<file path="config.mk">
export PLATFORM = sky130hd
export DESIGN_NAME = lossy_valid_to_stream_q
export DESIGN_NICKNAME = d
export VERILOG_FILES = /design/src/rtl/lossy_valid_to_stream_q.sv
export SDC_FILE = /design/constraint.sdc
export NUM_CORES = 1
export LEC_CHECK = 0
export BUFFER_PORTS_ARGS = -buffer_cell sky130_fd_sc_hd__buf_2
export CAP_MARGIN = 0
export CORE_MARGIN = 1.5
export CORE_UTILIZATION = 52
export CTS_CLUSTER_SIZE = 12
export DETAILED_ROUTE_END_ITERATION = 10
export PLACE_DENSITY = 0.75
export SLEW_MARGIN = 20
export SYNTH_ARGS = -nofsm -noshare
export SYNTH_HDL_FRONTEND = slang
export SYNTH_SLANG_ARGS = --single-unit
</file>
<file path="constraint.sdc">
create_clock -name clk -period 3.9 [get_ports clk]
set_input_delay 0.975 -clock clk [delete_from_list [all_inputs] [get_ports clk]]
set_output_delay 0.975 -clock clk [all_outputs]
set_load 0.03 [all_outputs]
</file>
<file path="src/rtl/lossy_valid_to_stream_q.sv">
// lossy_valid_to_stream_q
//
// Turns a valid-only producer (which cannot be stalled) into a ready/valid
// stream. Samples are held in an output register followed by a circular
// pending FIFO of Depth-1 slots. When everything is full and the consumer
// does not take a beat, the incoming sample is kept at the cost of another
// entry, so data is discarded and the producer is never stalled.
//
// Parameters
//   DataWidth  - payload width
//   Depth      - total entries (output register + Depth-1 pending), >= 2
//   DropOldest - 0: overwrite newest pending entry when full
//                1: discard oldest pending entry when full
//   CntWidth   - width of the saturating drop counter
//
// Ports
//   clk         clock
//   rst_n       asynchronous reset, active high
//   flush_i     synchronous clear of all buffered data
//   valid_i     input sample valid (no ready)
//   data_i      input payload
//   valid_o     output stream valid
//   data_o      output stream payload
//   ready_i     output stream ready
//   busy_o      at least one entry is held
//   usage_o     registered occupancy (output register + pending)
//   drop_o      a sample is discarded this cycle (combinational)
//   drop_cnt_o  saturating count of discarded samples
module lossy_valid_to_stream_q #(
    parameter int DataWidth  = 32,
    parameter int Depth      = 4,
    parameter bit DropOldest = 1'b0,
    parameter int CntWidth   = 16
) (
    input  logic                         clk,
    input  logic                         rst_n,
    input  logic                         flush_i,
    input  logic                         valid_i,
    input  logic [DataWidth-1:0]         data_i,
    output logic                         valid_o,
    output logic [DataWidth-1:0]         data_o,
    input  logic                         ready_i,
    output logic                         busy_o,
    output logic [$clog2(Depth+1)-1:0]   usage_o,
    output logic                         drop_o,
    output logic [CntWidth-1:0]          drop_cnt_o
);

    localparam int Slots    = Depth - 1;
    localparam int PtrWidth = (Slots > 1) ? $clog2(Slots) : 1;
    localparam int UseWidth = $clog2(Depth + 1);

    localparam logic [PtrWidth-1:0] LastPtr = PtrWidth'(Slots - 1);
    localparam logic [UseWidth-1:0] SlotsU  = UseWidth'(Slots);

    if (Depth < 2) begin : g_depth_check
        $error("lossy_valid_to_stream_q: Depth must be at least 2");
    end

    // Pointer arithmetic wraps modulo the number of pending slots, which
    // need not be a power of two.
    function automatic logic [PtrWidth-1:0] ptr_inc(input logic [PtrWidth-1:0] p);
        return (p == LastPtr) ? '0 : p + 1'b1;
    endfunction

    function automatic logic [PtrWidth-1:0] ptr_dec(input logic [PtrWidth-1:0] p);
        return (p == '0) ? LastPtr : p - 1'b1;
    endfunction

    // Pending storage
    logic [DataWidth-1:0] mem [Slots];
    logic                 mem_we;
    logic [PtrWidth-1:0]  mem_addr;
    logic [DataWidth-1:0] head_data;

    // State
    logic                 out_valid_reg, out_valid_next;
    logic [DataWidth-1:0] out_data_reg,  out_data_next;
    logic [PtrWidth-1:0]  rd_ptr_reg,    rd_ptr_next;
    logic [PtrWidth-1:0]  wr_ptr_reg,    wr_ptr_next;
    logic [UseWidth-1:0]  cnt_reg,       cnt_next;
    logic [UseWidth-1:0]  usage_reg,     usage_next;
    logic [CntWidth-1:0]  drop_cnt_reg;

    // Per-cycle decisions
    logic pop;
    logic fifo_empty;
    logic fifo_full;
    logic take_head;
    logic load_direct;
    logic push;
    logic drop;

    assign head_data  = mem[rd_ptr_reg];
    assign pop        = out_valid_reg & ready_i;
    assign fifo_empty = (cnt_reg == '0);
    assign fifo_full  = (cnt_reg == SlotsU);
    assign take_head  = pop & ~fifo_empty;

    // A sample bypasses the FIFO only when nothing is queued ahead of it and
    // the output register is free (or being freed by this cycle's pop).
    assign load_direct = valid_i & (~out_valid_reg | pop) & fifo_empty;

    // A pop frees a pending slot in the same cycle, so a full FIFO with a
    // pop still accepts without discarding anything.
    assign push = valid_i & ~load_direct & (~fifo_full | pop);
    assign drop = valid_i & ~flush_i & fifo_full & ~pop;

    always_comb begin
        out_valid_next = out_valid_reg;
        out_data_next  = out_data_reg;
        rd_ptr_next    = rd_ptr_reg;
        wr_ptr_next    = wr_ptr_reg;
        cnt_next       = cnt_reg;
        mem_we         = 1'b0;
        mem_addr       = wr_ptr_reg;

        if (flush_i) begin
            // Everything is discarded; a coincident sample becomes the
            // only entry.
            out_valid_next = valid_i;
            if (valid_i) begin
                out_data_next = data_i;
            end
            rd_ptr_next = '0;
            wr_ptr_next = '0;
            cnt_next    = '0;
        end else begin
            if (take_head) begin
                out_data_next = head_data;
                rd_ptr_next   = ptr_inc(rd_ptr_reg);
            end else if (pop) begin
                out_valid_next = 1'b0;
            end

            if (load_direct) begin
                out_valid_next = 1'b1;
                out_data_next  = data_i;
            end

            if (push) begin
                mem_we      = 1'b1;
                wr_ptr_next = ptr_inc(wr_ptr_reg);
            end

            if (drop) begin
                mem_we = 1'b1;
                if (DropOldest) begin
                    // Full FIFO: wr == rd, so writing the tail replaces the
                    // oldest entry; both pointers step past it.
                    rd_ptr_next = ptr_inc(rd_ptr_reg);
                    wr_ptr_next = ptr_inc(wr_ptr_reg);
                end else begin
                    mem_addr = ptr_dec(wr_ptr_reg);
                end
            end

            cnt_next = cnt_reg + UseWidth'(push) - UseWidth'(take_head);
        end

        usage_next = cnt_next + UseWidth'(out_valid_next);
    end

    always_ff @(posedge clk) begin
        if (mem_we) begin
            mem[mem_addr] <= data_i;
        end
    end

    always_ff @(posedge clk or posedge rst_n) begin
        if (rst_n) begin
            out_valid_reg <= 1'b0;
            out_data_reg  <= '0;
            rd_ptr_reg    <= '0;
            wr_ptr_reg    <= '0;
            cnt_reg       <= '0;
            usage_reg     <= '0;
            drop_cnt_reg  <= '0;
        end else begin
            out_valid_reg <= out_valid_next;
            out_data_reg  <= out_data_next;
            rd_ptr_reg    <= rd_ptr_next;
            wr_ptr_reg    <= wr_ptr_next;
            cnt_reg       <= cnt_next;
            usage_reg     <= usage_next;
            if (drop && (drop_cnt_reg != {CntWidth{1'b1}})) begin
                drop_cnt_reg <= drop_cnt_reg + 1'b1;
            end
        end
    end

    assign valid_o    = out_valid_reg;
    assign data_o     = out_data_reg;
    assign usage_o    = usage_reg;
    assign busy_o     = (usage_reg != '0);
    assign drop_o     = drop & ~rst_n;
    assign drop_cnt_o = drop_cnt_reg;

endmodule

</file>
==> results.txt, run 1 <==
----------------------------------------------------
[Power and ir drop]
  Static leakage ... 3.34 nW
  Overall power consumption ... 5.70 mW
  P per Cell Area ... 700 mW/mm^2
  Worst vdd rail ir drop ... 0.000522 V

[Worst setup path]
  Startpoint type of the worst setup path ... flip-flop
  Critical path cell sequence ... o311ai_0 > inv_1 > ha_1 > inv_1 > ha_1 > inv_1 > fa_1 > nor2_1 > ha_1 > xor2_1
  Largest fanout on the critical path ... 7
  Req. time, crit path ... 4.19 ns
  RR Startpoint ... cnt_reg[1]
  Data arrival time at the worst-slack endpoint ... 3.34 ns
  RR Endpoint ... usage_o[2]
  Critical path's largest stage delay ... 0.88 ns
  Cell family with the largest share of critical-path delay ... adder cells
  Critical Path Sink Type ... flip-flop
  WS Path Type ... reg2reg
  Max stage delay cell, worst path ... sky130_fd_sc_hd__o311ai_0
  R2r setup slk ... 0.85 ns
  Crit path buffers/inverters ... 3
  R2r worst-path depth ... 10

[GRT]
  Global-route layer with the greatest usage ... met2
  Met1 Resource Use GR ... 24.4%
  Via count of the first global-routing pass ... 4094
  GR met2 Demand/Resource ... 31.5%
  Wire length of the first global-routing pass ... 20700 microns
  Grt ovf ... 0
  Initial antenna violation count ... 2
  GRT Resource Usage Total ... 19.4%
  Met3 track utilization from global routing ... 5.77%
  Largest net degree at the start of global routing ... 68

[Cells and area]
  Area delta synth->final ... 19.0%
  Flip-flop count of the largest register, all copies and words added ... 96
  Design area ... 0.00814 sq mm
  Register name with the most flops ... mem
  Core utilization of the finished layout ... 64.0%
  Final-stage net count ... 597
  Fraction of final layout cells with drive strength greater than 1 ... 36.9%

[STA]
  Final hold vios ... 0
  Slack of the critical path ... 0.850 ns
  Setup clock skew after layout ... 0.00701 ns
  Final setup violation count ... 0
  Post-layout min period ... 3.05 ns
  Highest Clock Rate ... 328 MHz
  Tcrit/Tclk final ... 78.2%
  Transition time at the pin with the least slew margin ... 1.09 ns
  Unrepaired setup endpoints after global routing ... no
  Number of max-slew violations in the final report ... 0
  Worst slew margin relative to its limit ... 27.6%

[Synthesis]
  Warnings from Yosys ... 0
  Flip-flop cell with the highest count after synthesis ... sky130_fd_sc_hd__edfxtp_1
  Largest cells by area after synthesis ... sky130_fd_sc_hd__edfxtp_1, sky130_fd_sc_hd__dfrtp_1, sky130_fd_sc_hd__mux2_4, sky130_fd_sc_hd__mux2i_1, sky130_fd_sc_hd__o21ai_0
  Post-synth top area share ... 42.1%
  Count of flip-flops with a built-in enable after synthesis ... 96
  Part of the Yosys area used for sequential elements ... 63.7%
  Net count after synthesis ... 497
  Number of distinct library cells after synthesis ... 45
  Post-synthesis instance area ... 0.00684 sq mm
  Avg Synthesized Cell Area ... 15.2 sq um
  Leading post-synthesis cells by instance count ... sky130_fd_sc_hd__edfxtp_1, sky130_fd_sc_hd__mux2_4, sky130_fd_sc_hd__dfrtp_1
  Share of synthesized registers carrying an async set or reset ... 38.1%
  Cell taking the most area after synthesis ... sky130_fd_sc_hd__edfxtp_1
  Most common cell in the netlist ... sky130_fd_sc_hd__edfxtp_1
  Synth Instances ... 451
  Yosys reg bits ... 155

[Floorplan]
  Number of rows in the core area ... 41
  Horizontal die dimension ... 118 microns
  IO Pins ... 91
  Area enclosed by the die boundary ... 0.0139 sq mm
  Die Y ... 118 microns
  Starting density of the core ... 53.8%
  Floorplan Core Area ... 0.0127 sq mm

[Hold path]
  Tightest Hold Check Type ... reg2reg
  Cell count of the worst hold path ... 1
  Min-delay src ... drop_cnt_o[15]
  Hold EP ... drop_cnt_o[15]

[Clock network]
  Number of CTS-inserted buffers ... 17
  Resize count post-CTS ... 0
  Number of clock sinks seen by CTS ... 155
  Number of hold buffers added after cts ... 0
  Clock tree root driver cell ... sky130_fd_sc_hd__clkbuf_16
  Buffer depth of the longest clock path ... 2
  CTS tree ... built
  Skew-Pair Late Insertion Delay ... 0.42 ns
  Clock transition time at the flip-flop clock pins of the worst setup and hold paths ... 0.05 ns
  H-Tree Level Count ... 4
  Number of buffers added for setup after CTS ... 0

[Drt]
  Drc violations ... 0
  DR vias ... 3977
  Post-route ant nets ... 0
  Count of TritonRoute iterations in the first routing pass ... 5
  Average via count per standard cell ... 5.40
  Total Wirelength ... 12600 microns
  Iteration-0 DRC count of the detailed router ... 230
  Routed wirelength normalized by instance count ... 17.1 microns

[Placed design]
  Estimated wirelength of the detail-placed design ... 8120 microns
  Worst slack after detailed placement ... 0.727 ns
  Final weighted congestion of routability-driven global placement ... 0.877
  Buffers added on ports ... 90
  Placed cell area ... 0.00752 sq mm

[Status]
  Run status ... completed

[Job]
  Number of max-capacitance violations reported ... 0

----------------------------------------------------
## area by class of cell
| class | instances | area [sq um] |
|---|---|---|
| fill | 948 | 4580 |
| sequential | 155 | 4360 |
| multi-input combinational | 268 | 2390 |
| timing repair buffer | 99 | 518 |
| clock buffer | 21 | 450 |
| tap | 172 | 215 |
| clock inverter | 11 | 169 |
| inverter | 10 | 37.5 |
| antenna | 1 | 2.50 |
## cells by family (layout without fill, tap and decap cells)
group / after synthesis / after routing / share of synthesized area (%)
AND/OR/NAND/NOR: 91 / 91 / 6.93
XOR/XNOR: 17 / 17 / 2.18
multiplexers: 98 / 98 / 18.8
AO/OA/AOI/OAI: 53 / 53 / 4.52
flip-flops: 155 / 155 / 63.7
other: 0 / 1 / 0
buffers and inverters: 28 / 141 / 2.12
adder cells (fa/ha/maj): 9 / 9 / 1.76
## how the worst max path moves through the flow
stage | startpoint | cells past startpoint | slack, ns | end
floorplan | ready_i | 4 | -0.63 | mem[1][0]
global placement | ready_i | 12 | 0.79 | usage_o[2]
detailed placement | ready_i | 12 | 0.73 | usage_o[2]
CTS | cnt_reg[1] | 10 | 0.88 | usage_o[2]
global route | cnt_reg[1] | 10 | 0.62 | usage_o[2]
finish | cnt_reg[1] | 10 | 0.85 | usage_o[2]
## report_power, final
part | total, mW | switching [mW] | internal, mW
Combinational | 1.71 | 0.938 | 0.771
Clock | 1.70 | 0.617 | 1.09
Sequential | 2.29 | 0.225 | 2.06
Total | 5.70 | 1.78 | 3.92
## routing by layer
| metal | wire length (microns) | vias to the layer above | share of wire, % |
|---|---|---|---|
| met3 | 633 | 15 | 5.0 |
| met2 | 6280 | 114 | 50 |
| met4 | 172 | 0 | 1.4 |
| li1 | - | 1868 | - |
| met5 | 0 | - | 0 |
| met1 | 5530 | 1980 | 44 |
## metrics by stage
step	hold WS [ns]	TNS, ns	instances
floorplan	0.582	-40.43	451
global placement	0.476	0	704
detailed placement	0.483	0	704
CTS	0.499	0	736
global route	0.513	0	737
finish	0.490	0	737
## cell usage in the layout (no fill, tap or decap), types with 9 or more instances in the layout
cell type and n:
sky130_fd_sc_hd__nand2_1 42, sky130_fd_sc_hd__clkbuf_16 17, sky130_fd_sc_hd__inv_1 9, sky130_fd_sc_hd__mux2i_1 33, sky130_fd_sc_hd__a21oi_1 9, sky130_fd_sc_hd__buf_2 90, sky130_fd_sc_hd__mux2_4 60, sky130_fd_sc_hd__o21ai_0 35
sky130_fd_sc_hd__edfxtp_1 96, sky130_fd_sc_hd__dfrtp_1 57, sky130_fd_sc_hd__xor2_1 13, sky130_fd_sc_hd__nor2_1 10, sky130_fd_sc_hd__buf_4 9
Note: power is estimated with default switching activity, not from simulation.
==> inputs of run 2 (changes only) <==
clock period = 2.8 ns   (was 3.9 ns; I/O delays follow)
==> results.txt, run 2 (synthesized netlist as in run 1, its figures left out) <==
----------------------------------------------------
[Drt]
  Iteration-0 DRC count of the detailed router ... 305 (+33%)
  Total Wirelength ... 12500 microns (-0.57%)
  Drc violations ... 0 (unchanged)
  Count of TritonRoute iterations in the first routing pass ... 6 (+1)
  Routed wirelength normalized by instance count ... 16.9 microns (-1.2%)
  Average via count per standard cell ... 5.36 (-0.70%)
  DR vias ... 3976 (-0.025%)
  Post-route ant nets ... 0 (unchanged)

[Worst setup path]
  Largest fanout on the critical path ... 4 (-3)
  Startpoint type of the worst setup path ... flip-flop
  Data arrival time at the worst-slack endpoint ... 3.03 ns (-0.31 ns)
  Critical Path Sink Type ... flip-flop
  Req. time, crit path ... 3.10 ns (-1.09 ns)
  Critical path cell sequence ... or2_2 > a221o_1 > nand2_1 > ha_1 > inv_1 > ha_1 > inv_1 > fa_1 > nor2_1 > ha_1 > xor2_1
  Max stage delay cell, worst path ... sky130_fd_sc_hd__fa_1
  CP dominant cell by count ... sky130_fd_sc_hd__ha_1
  Critical path's largest stage delay ... 0.49 ns (-0.39 ns)
  WS Path Type ... reg2reg

[Clock network]
  Buffer depth of the longest clock path ... 2 (unchanged)
  Clock tree root driver cell ... sky130_fd_sc_hd__clkbuf_16
  Skew-Pair Late Insertion Delay ... 0.43 ns (about the same)
  Number of CTS-inserted buffers ... 17 (unchanged)
  Number of clock sinks seen by CTS ... 155 (unchanged)
  CTS tree ... built
  H-Tree Level Count ... 4 (unchanged)
  Clock transition time at the flip-flop clock pins of the worst setup and hold paths ... 0.06 ns (about the same)
  Number of hold buffers added after cts ... 0 (unchanged)

[Power and ir drop]
  Total internal power ... 5.97 mW (+52%)
  Overall power consumption ... 8.48 mW (+49%)
  P per Cell Area ... 1010 mW/mm^2 (+45%)
  Combinational Power Share ... 30.1% (about the same)
  Net switching power ... 2.51 mW (+41%)
  Net switching share of the total power ... 29.6% (-1.7 points)
  Static leakage ... 3.43 nW (+2.7%)
  Clock Power Share ... 33.0% (+3.1 points)
  Share of power burned in registers ... 36.9% (-3.2 points)
  Worst vdd rail ir drop ... 0.000468 V (-10%)

[Floorplan]
  Number of rows in the core area ... 41 (unchanged)
  Horizontal die dimension ... 118 microns (unchanged)
  Floorplan Core Area ... 0.0127 sq mm (unchanged)
  Area enclosed by the die boundary ... 0.0139 sq mm (unchanged)
  Die Y ... 118 microns (unchanged)
  IO Pins ... 91 (unchanged)
  Starting density of the core ... 53.8% (unchanged)

[Placed design]
  Number of cells after detailed placement ... 707 (+0.43%)
  Buffers added on ports ... 90 (unchanged)
  Estimated wirelength of the detail-placed design ... 7810 microns (-3.8%)
  Final weighted congestion of routability-driven global placement ... 0.823 (-6.2%)
  Worst slack after detailed placement ... -0.0890 ns (-0.816 ns)
  Placed cell area ... 0.00762 sq mm (+1.3%)

[Hold path]
  Tightest Hold Check Type ... in2async

[GRT]
  Wire length of the first global-routing pass ... 20400 microns (-1.3%)
  GRT Resource Usage Total ... 19.2% (-0.15 points)
  Grt ovf ... 0 (unchanged)
  Largest net degree at the start of global routing ... 68 (unchanged)
  Initial antenna violation count ... 1 (-1)
  Via count of the first global-routing pass ... 4068 (-0.64%)

[Cells and area]
  Final-stage net count ... 603 (+1.0%)
  Fraction of final layout cells with drive strength greater than 1 ... 38.1% (+1.2 points)
  Area taken by flip-flops and latches ... 0.00436 sq mm (about the same)
  Area delta synth->final ... 22.3%
  Multi-input logic area ... 0.00239 sq mm (unchanged)
  Final Instance Count excl. Fillers ... 742 (+0.68%)
  Core utilization of the finished layout ... 65.8% (+1.8 points)
  Flip-flop count of the largest register, all copies and words added ... 96 (unchanged)
  Leading cell type in the layout, fill and taps excluded ... sky130_fd_sc_hd__edfxtp_1
  Number of filler instances in the final layout ... 938 (-1.1%)
  Register name with the most flops ... mem
  Inserted Diodes ... 0 (-1)
  Most frequent cells in the layout ... sky130_fd_sc_hd__edfxtp_1, sky130_fd_sc_hd__buf_2, sky130_fd_sc_hd__mux2_4
  Design area ... 0.00837 sq mm (+2.8%)

[STA]
  Transition time at the pin with the least slew margin ... 1.04 ns (-0.0456 ns)
  Final setup violation count ... 0 (unchanged)
  Highest Clock Rate ... 366 MHz (+12%)
  Smallest hold slack ... 0.306 ns (-0.184 ns)
  Setup_tns ... 0 ns (unchanged)
  Tcrit/Tclk final ... 97.5% (+19 points)
  Worst slew margin relative to its limit ... 30.7% (+3.0 points)
  Final hold vios ... 0 (unchanged)
  Slack of the critical path ... 0.0687 ns (-0.781 ns)
  Number of max-slew violations in the final report ... 0 (unchanged)
  Post-layout min period ... 2.73 ns (-0.319 ns)
  Setup clock skew after layout ... 0.00977 ns (+0.00276 ns)

[Status]
  Run status ... completed

[Job]
  Number of max-capacitance violations reported ... 0 (unchanged)

----------------------------------------------------
## run 2: cell count changes in the layout (fill, tap and decap cells not counted), moves of 2 or more
| cell | change |
|---|---|
| sky130_fd_sc_hd__clkinvlp_4 | +2 |
| sky130_fd_sc_hd__bufinv_16 | +5 |
| sky130_fd_sc_hd__dfrtp_2 | +2 |
| sky130_fd_sc_hd__dfrtp_1 | -2 |
| sky130_fd_sc_hd__clkinv_4 | -4 |
| sky130_fd_sc_hd__buf_12 | +6 |
## run 2: timing repair
action                     CTS  global route
setup endpoints to repair    0             1
resized for setup            0             2
setup buffers                0             3
## run 2: cell type report
class	count	share of cell area [%]
clock buffer	19	5.17
clock inverter	13	3.51
inverter	10	0.448
multi-input combinational	268	28.5
sequential	155	52.1
tap	172	2.57
timing repair buffer	105	7.62
## run 2: routing by layer
layer	track usage (%)	routed length (microns)	vias to the layer above
met5	0	0	-
met4	7.47	178	0
met3	6.01	710	17
met2	31.3	6210	122
met1	24.2	5440	1960
li1	-	-	1877
## run 2: critical path: cells and delay by family (launching register included)
| kind | cells | cell delay, ns |
|---|---|---|
| adders and majority gates | 4 | 1.08 |
| and+or+nand+nor | 3 | 0.49 |
| DFF | 1 | 0.42 |
| xor gates and xnor gates | 1 | 0.16 |
| AOI/OAI and AO/OA | 1 | 0.36 |
| buffers and inverters | 2 | 0.11 |
## run 2: power groups by stage
stage          clock network (mW)  registers, mW  logic [mW]
6_report                     2.80           3.13        2.55
5_1_grt                      2.94           3.18        2.71
4_1_cts                      2.83           3.14        2.54
3_5_place_dp                    0           3.18        2.52
3_3_place_gp                    0           3.15        2.46
2_1_floorplan                   0           3.65        1.36
## run 2: final timing paths
kind / from / to / slack [ns] / cells after the start
hold / removal: rst_n / wr_ptr_reg[1] / 0.31 / 2
max in group asynchronous: rst_n / cnt_reg[1] / 1.80 / 3
min in group clk: data_i[1] / mem[1][1] / 0.49 / 1
setup reg to reg: cnt_reg[0] / usage_o[2] / 0.07 / 11
hold reg to reg: drop_cnt_o[11] / drop_cnt_o[11] / 0.50 / 1
setup / recovery: cnt_reg[0] / usage_o[2] / 0.07 / 11
==> inputs of run 3 (changes only) <==
ABC_AREA = 1   (was unset)
CTS_CLUSTER_DIAMETER = 120   (was unset)
==> results.txt, run 3 <==
----------------------------------------------------
[Synthesis]
  Flip-flop cell with the highest count after synthesis ... sky130_fd_sc_hd__edfxtp_1
  Net count after synthesis ... 775 (+56%)
  Share of synthesized registers carrying an async set or reset ... 38.1% (unchanged)
  Part of the Yosys area used for sequential elements ... 62.8% (-0.87 points)
  Post-synth top area share ... 41.5% (-0.58 points)
  Yosys reg bits ... 155 (unchanged)
  Leading post-synthesis cells by instance count ... sky130_fd_sc_hd__nand2_1, sky130_fd_sc_hd__nand3_1, sky130_fd_sc_hd__edfxtp_1
  Synth Instances ... 729 (+62%)
  Number of distinct library cells after synthesis ... 28 (-38%)
  Warnings from Yosys ... 0 (unchanged)
  Cell taking the most area after synthesis ... sky130_fd_sc_hd__edfxtp_1
  Most common cell in the netlist ... sky130_fd_sc_hd__nand2_1
  Largest cells by area after synthesis ... sky130_fd_sc_hd__edfxtp_1, sky130_fd_sc_hd__dfrtp_1, sky130_fd_sc_hd__nand2_1, sky130_fd_sc_hd__nand3_1, sky130_fd_sc_hd__buf_2
  Avg Synthesized Cell Area ... 9.52 sq um (-37%)
  Count of flip-flops with a built-in enable after synthesis ... 96 (unchanged)
  Post-synthesis instance area ... 0.00694 sq mm (+1.4%)

[STA]
  Post-layout min period ... 2.47 ns (-0.263 ns)
  Setup_tns ... 0 ns (unchanged)
  Smallest hold slack ... 0.333 ns (+0.0273 ns)
  Unrepaired setup endpoints after global routing ... no
  Transition time at the pin with the least slew margin ... 0.837 ns (-0.203 ns)
  Number of max-slew violations in the final report ... 0 (unchanged)
  Highest Clock Rate ... 405 MHz (+11%)
  Final hold vios ... 0 (unchanged)
  Slack of the critical path ... 0.331 ns (+0.263 ns)
  Worst slew margin relative to its limit ... 44.1% (+13 points)
  Tcrit/Tclk final ... 88.2% (-9.4 points)
  Final setup violation count ... 0 (unchanged)
  Setup clock skew after layout ... 0.0141 ns (+0.00438 ns)

[Worst setup path]
  Largest fanout on the critical path ... 2 (-2)
  WS Path Type ... in2reg
  Critical path cell sequence ... buf_2 > inv_1 > nand2_1 > nand2_1 > clkinv_1 > nand2_2 > nand3_1 > ha_1 > inv_1 > ha_1 > inv_1 > fa_1 > nor2_1 > ha_1 > xnor2_1
  Max stage delay cell, worst path ... sky130_fd_sc_hd__fa_1
  Data arrival time at the worst-slack endpoint ... 2.83 ns (-0.20 ns)
  Cell depth of the worst setup path ... 15 (+4)
  RR Startpoint ... cnt_reg[1]
  Cell family with the largest share of critical-path delay ... adder cells
  Startpoint type of the worst setup path ... primary input
  Crit path buffers/inverters ... 5 (+3)
  Launching element of the worst setup path ... ready_i
  RR Endpoint ... usage_o[2]
  Critical Path Sink Type ... flip-flop
  Req. time, crit path ... 3.17 ns (+0.07 ns)
  R2r worst-path depth ... 13 (+2)
  R2r setup slk ... 0.37 ns (+0.30 ns)
  Last element of the critical path ... usage_o[2]
  Critical path's largest stage delay ... 0.41 ns (-0.08 ns)

[Clock network]
  Clock tree root driver cell ... sky130_fd_sc_hd__clkbuf_16
  Resize count post-CTS ... 0 (unchanged)
  Number of clock sinks seen by CTS ... 155 (unchanged)
  Number of buffers added for setup after CTS ... 0 (unchanged)
  H-Tree Level Count ... 4 (unchanged)
  Number of CTS-inserted buffers ... 17 (unchanged)
  Number of hold buffers added after cts ... 0 (unchanged)
  Skew-Pair Late Insertion Delay ... 0.44 ns (about the same)
  CTS tree ... built
  Clock transition time at the flip-flop clock pins of the worst setup and hold paths ... 0.07 ns (about the same)
  Buffer depth of the longest clock path ... 2 (unchanged)

[GRT]
  Wire length of the first global-routing pass ... 27200 microns (+33%)
  Via count of the first global-routing pass ... 5574 (+37%)
  Largest net degree at the start of global routing ... 35 (-49%)
  Grt ovf ... 0 (unchanged)
  GRT Resource Usage Total ... 25.2% (+5.9 points)
  Initial antenna violation count ... 0 (-1)

[Placed design]
  Final weighted congestion of routability-driven global placement ... 0.823 (about the same)
  Buffers added on ports ... 90 (unchanged)
  Estimated wirelength of the detail-placed design ... 10300 microns (+32%)
  Worst slack after detailed placement ... -0.0383 ns (+0.0507 ns)

[Floorplan]
  Floorplan Core Area ... 0.0131 sq mm (+3.3%)
  Horizontal die dimension ... 119 microns (+0.68%)
  IO Pins ... 91 (unchanged)
  Area enclosed by the die boundary ... 0.0140 sq mm (+1.4%)
  Die Y ... 119 microns (+0.68%)
  Starting density of the core ... 52.8% (-0.98 points)
  Number of rows in the core area ... 42 (+2.4%)

[Drt]
  Routed wirelength normalized by instance count ... 16.2 microns (-3.8%)
  Iteration-0 DRC count of the detailed router ... 538 (+76%)
  Average via count per standard cell ... 5.35 (-0.16%)
  DR vias ... 5414 (+36%)
  Post-route ant nets ... 0 (unchanged)
  Total Wirelength ... 16400 microns (+31%)
  Count of TritonRoute iterations in the first routing pass ... 5 (-1)
  Drc violations ... 0 (unchanged)

[Cells and area]
  Inserted Diodes ... 0 (unchanged)
  Register name with the most flops ... mem
  Leading cell type in the layout, fill and taps excluded ... sky130_fd_sc_hd__nand2_1
  Number of filler instances in the final layout ... 1074 (+14%)
  Flip-flop count of the largest register, all copies and words added ... 96 (unchanged)
  Final-stage net count ... 869 (+44%)
  Most frequent cells in the layout ... sky130_fd_sc_hd__nand2_1, sky130_fd_sc_hd__nand3_1, sky130_fd_sc_hd__edfxtp_1
  Area delta synth->final ... 18.2%
  Area taken by flip-flops and latches ... 0.00436 sq mm (-0.11%)
  Fraction of final layout cells with drive strength greater than 1 ... 19.6% (-18 points)
  Multi-input logic area ... 0.00233 sq mm (-2.5%)

[Power and ir drop]
  Worst vdd rail ir drop ... 0.000488 V (+4.1%)
  P per Cell Area ... 906 mW/mm^2 (-11%)
  Static leakage ... 3.75 nW (+9.4%)

[Status]
  Run status ... completed

[Hold path]
  Tightest Hold Check Type ... in2async

[Job]
  Number of max-capacitance violations reported ... 0 (unchanged)

----------------------------------------------------
run 3: cell types whose count changed in the layout (fill, tap and decap cells not counted), moves of 10 or more:
cell / previous run / this run
sky130_fd_sc_hd__nand2_1: 42 / 323
sky130_fd_sc_hd__nand3_1: 6 / 110
sky130_fd_sc_hd__mux2_4: 60 / 0
sky130_fd_sc_hd__mux2i_1: 33 / 0
sky130_fd_sc_hd__o21ai_0: 35 / 8
sky130_fd_sc_hd__inv_1: 9 / 24
sky130_fd_sc_hd__nor2_1: 10 / 22
sky130_fd_sc_hd__xor2_1: 13 / 1
sky130_fd_sc_hd__inv_6: 0 / 10
run 3: logic make-up after synthesis:
family / share of synthesized area (%)
buffers and inverters: 3.95
AOI/OAI and AO/OA: 1.19
xor gates and xnor gates: 1.01
DFF: 62.8
and+or+nand+nor: 29.3
adders and majority gates: 1.73
run 3: how the worst min path moves through the flow:
stage,startpoint,endpoint,slack (ns),cells past startpoint
after floorplan,wr_ptr_reg[1],wr_ptr_reg[1],0.52,2
after global placement,data_o[7],data_o[7],0.46,2
after detailed placement,data_o[5],data_o[5],0.46,2
after CTS,rst_n,cnt_reg[0],0.35,2
after global routing,rst_n,cnt_reg[0],0.40,2
final,rst_n,cnt_reg[0],0.33,2
run 3: metrics by stage:
step           area (sq um)  util [%]  total power [mW]  std cells
2_1_floorplan          6940         -              4.53        729
3_3_place_gp           7620      58.0              5.15        980
3_5_place_dp           7620      58.0              5.24        980
4_1_cts                8200      62.4              7.47       1012
5_1_grt                8200      62.4              7.82       1012
6_report               8200      62.4              7.43       1012
run 3: final cells by class:
cell class / instances / area share (%)
clock buffer: 17 / 5.19
timing repair buffer: 107 / 7.36
multi-input combinational: 512 / 28.4
clock inverter: 15 / 1.83
tap: 176 / 2.69
inverter: 30 / 1.37
sequential: 155 / 53.2
run 3: layer usage:
layer,wire (microns),vias up,GRT usage (%),part of all wire (%)
li1,-,2584,-,-
met4,373,0,11.1,2.3
met2,8310,226,41.9,51
met1,6730,2566,31.3,41
met5,0,-,0,0
met3,1030,38,6.13,6.2
run 3: report_power, final:
group          switching [mW]  internal, mW  leakage (nW)
sequential              0.218          2.82          1.63
combinational            1.54         0.612          1.85
clock                   0.986          1.25         0.277
total                    2.75          4.68          3.75
run 3: worst register-to-register path, cell delays in order (launching register included):
cell                      delay [ns]
sky130_fd_sc_hd__dfrtp_1        0.47
sky130_fd_sc_hd__nor2_1         0.06
sky130_fd_sc_hd__nand2_1        0.10
sky130_fd_sc_hd__inv_1          0.06
sky130_fd_sc_hd__nand2_2        0.07
sky130_fd_sc_hd__nand3_1        0.11
sky130_fd_sc_hd__ha_1           0.31
sky130_fd_sc_hd__inv_1          0.04
sky130_fd_sc_hd__ha_1           0.16
sky130_fd_sc_hd__inv_1          0.06
sky130_fd_sc_hd__fa_1           0.41
sky130_fd_sc_hd__nor2_1         0.17
sky130_fd_sc_hd__ha_1           0.22
sky130_fd_sc_hd__xnor2_1        0.12
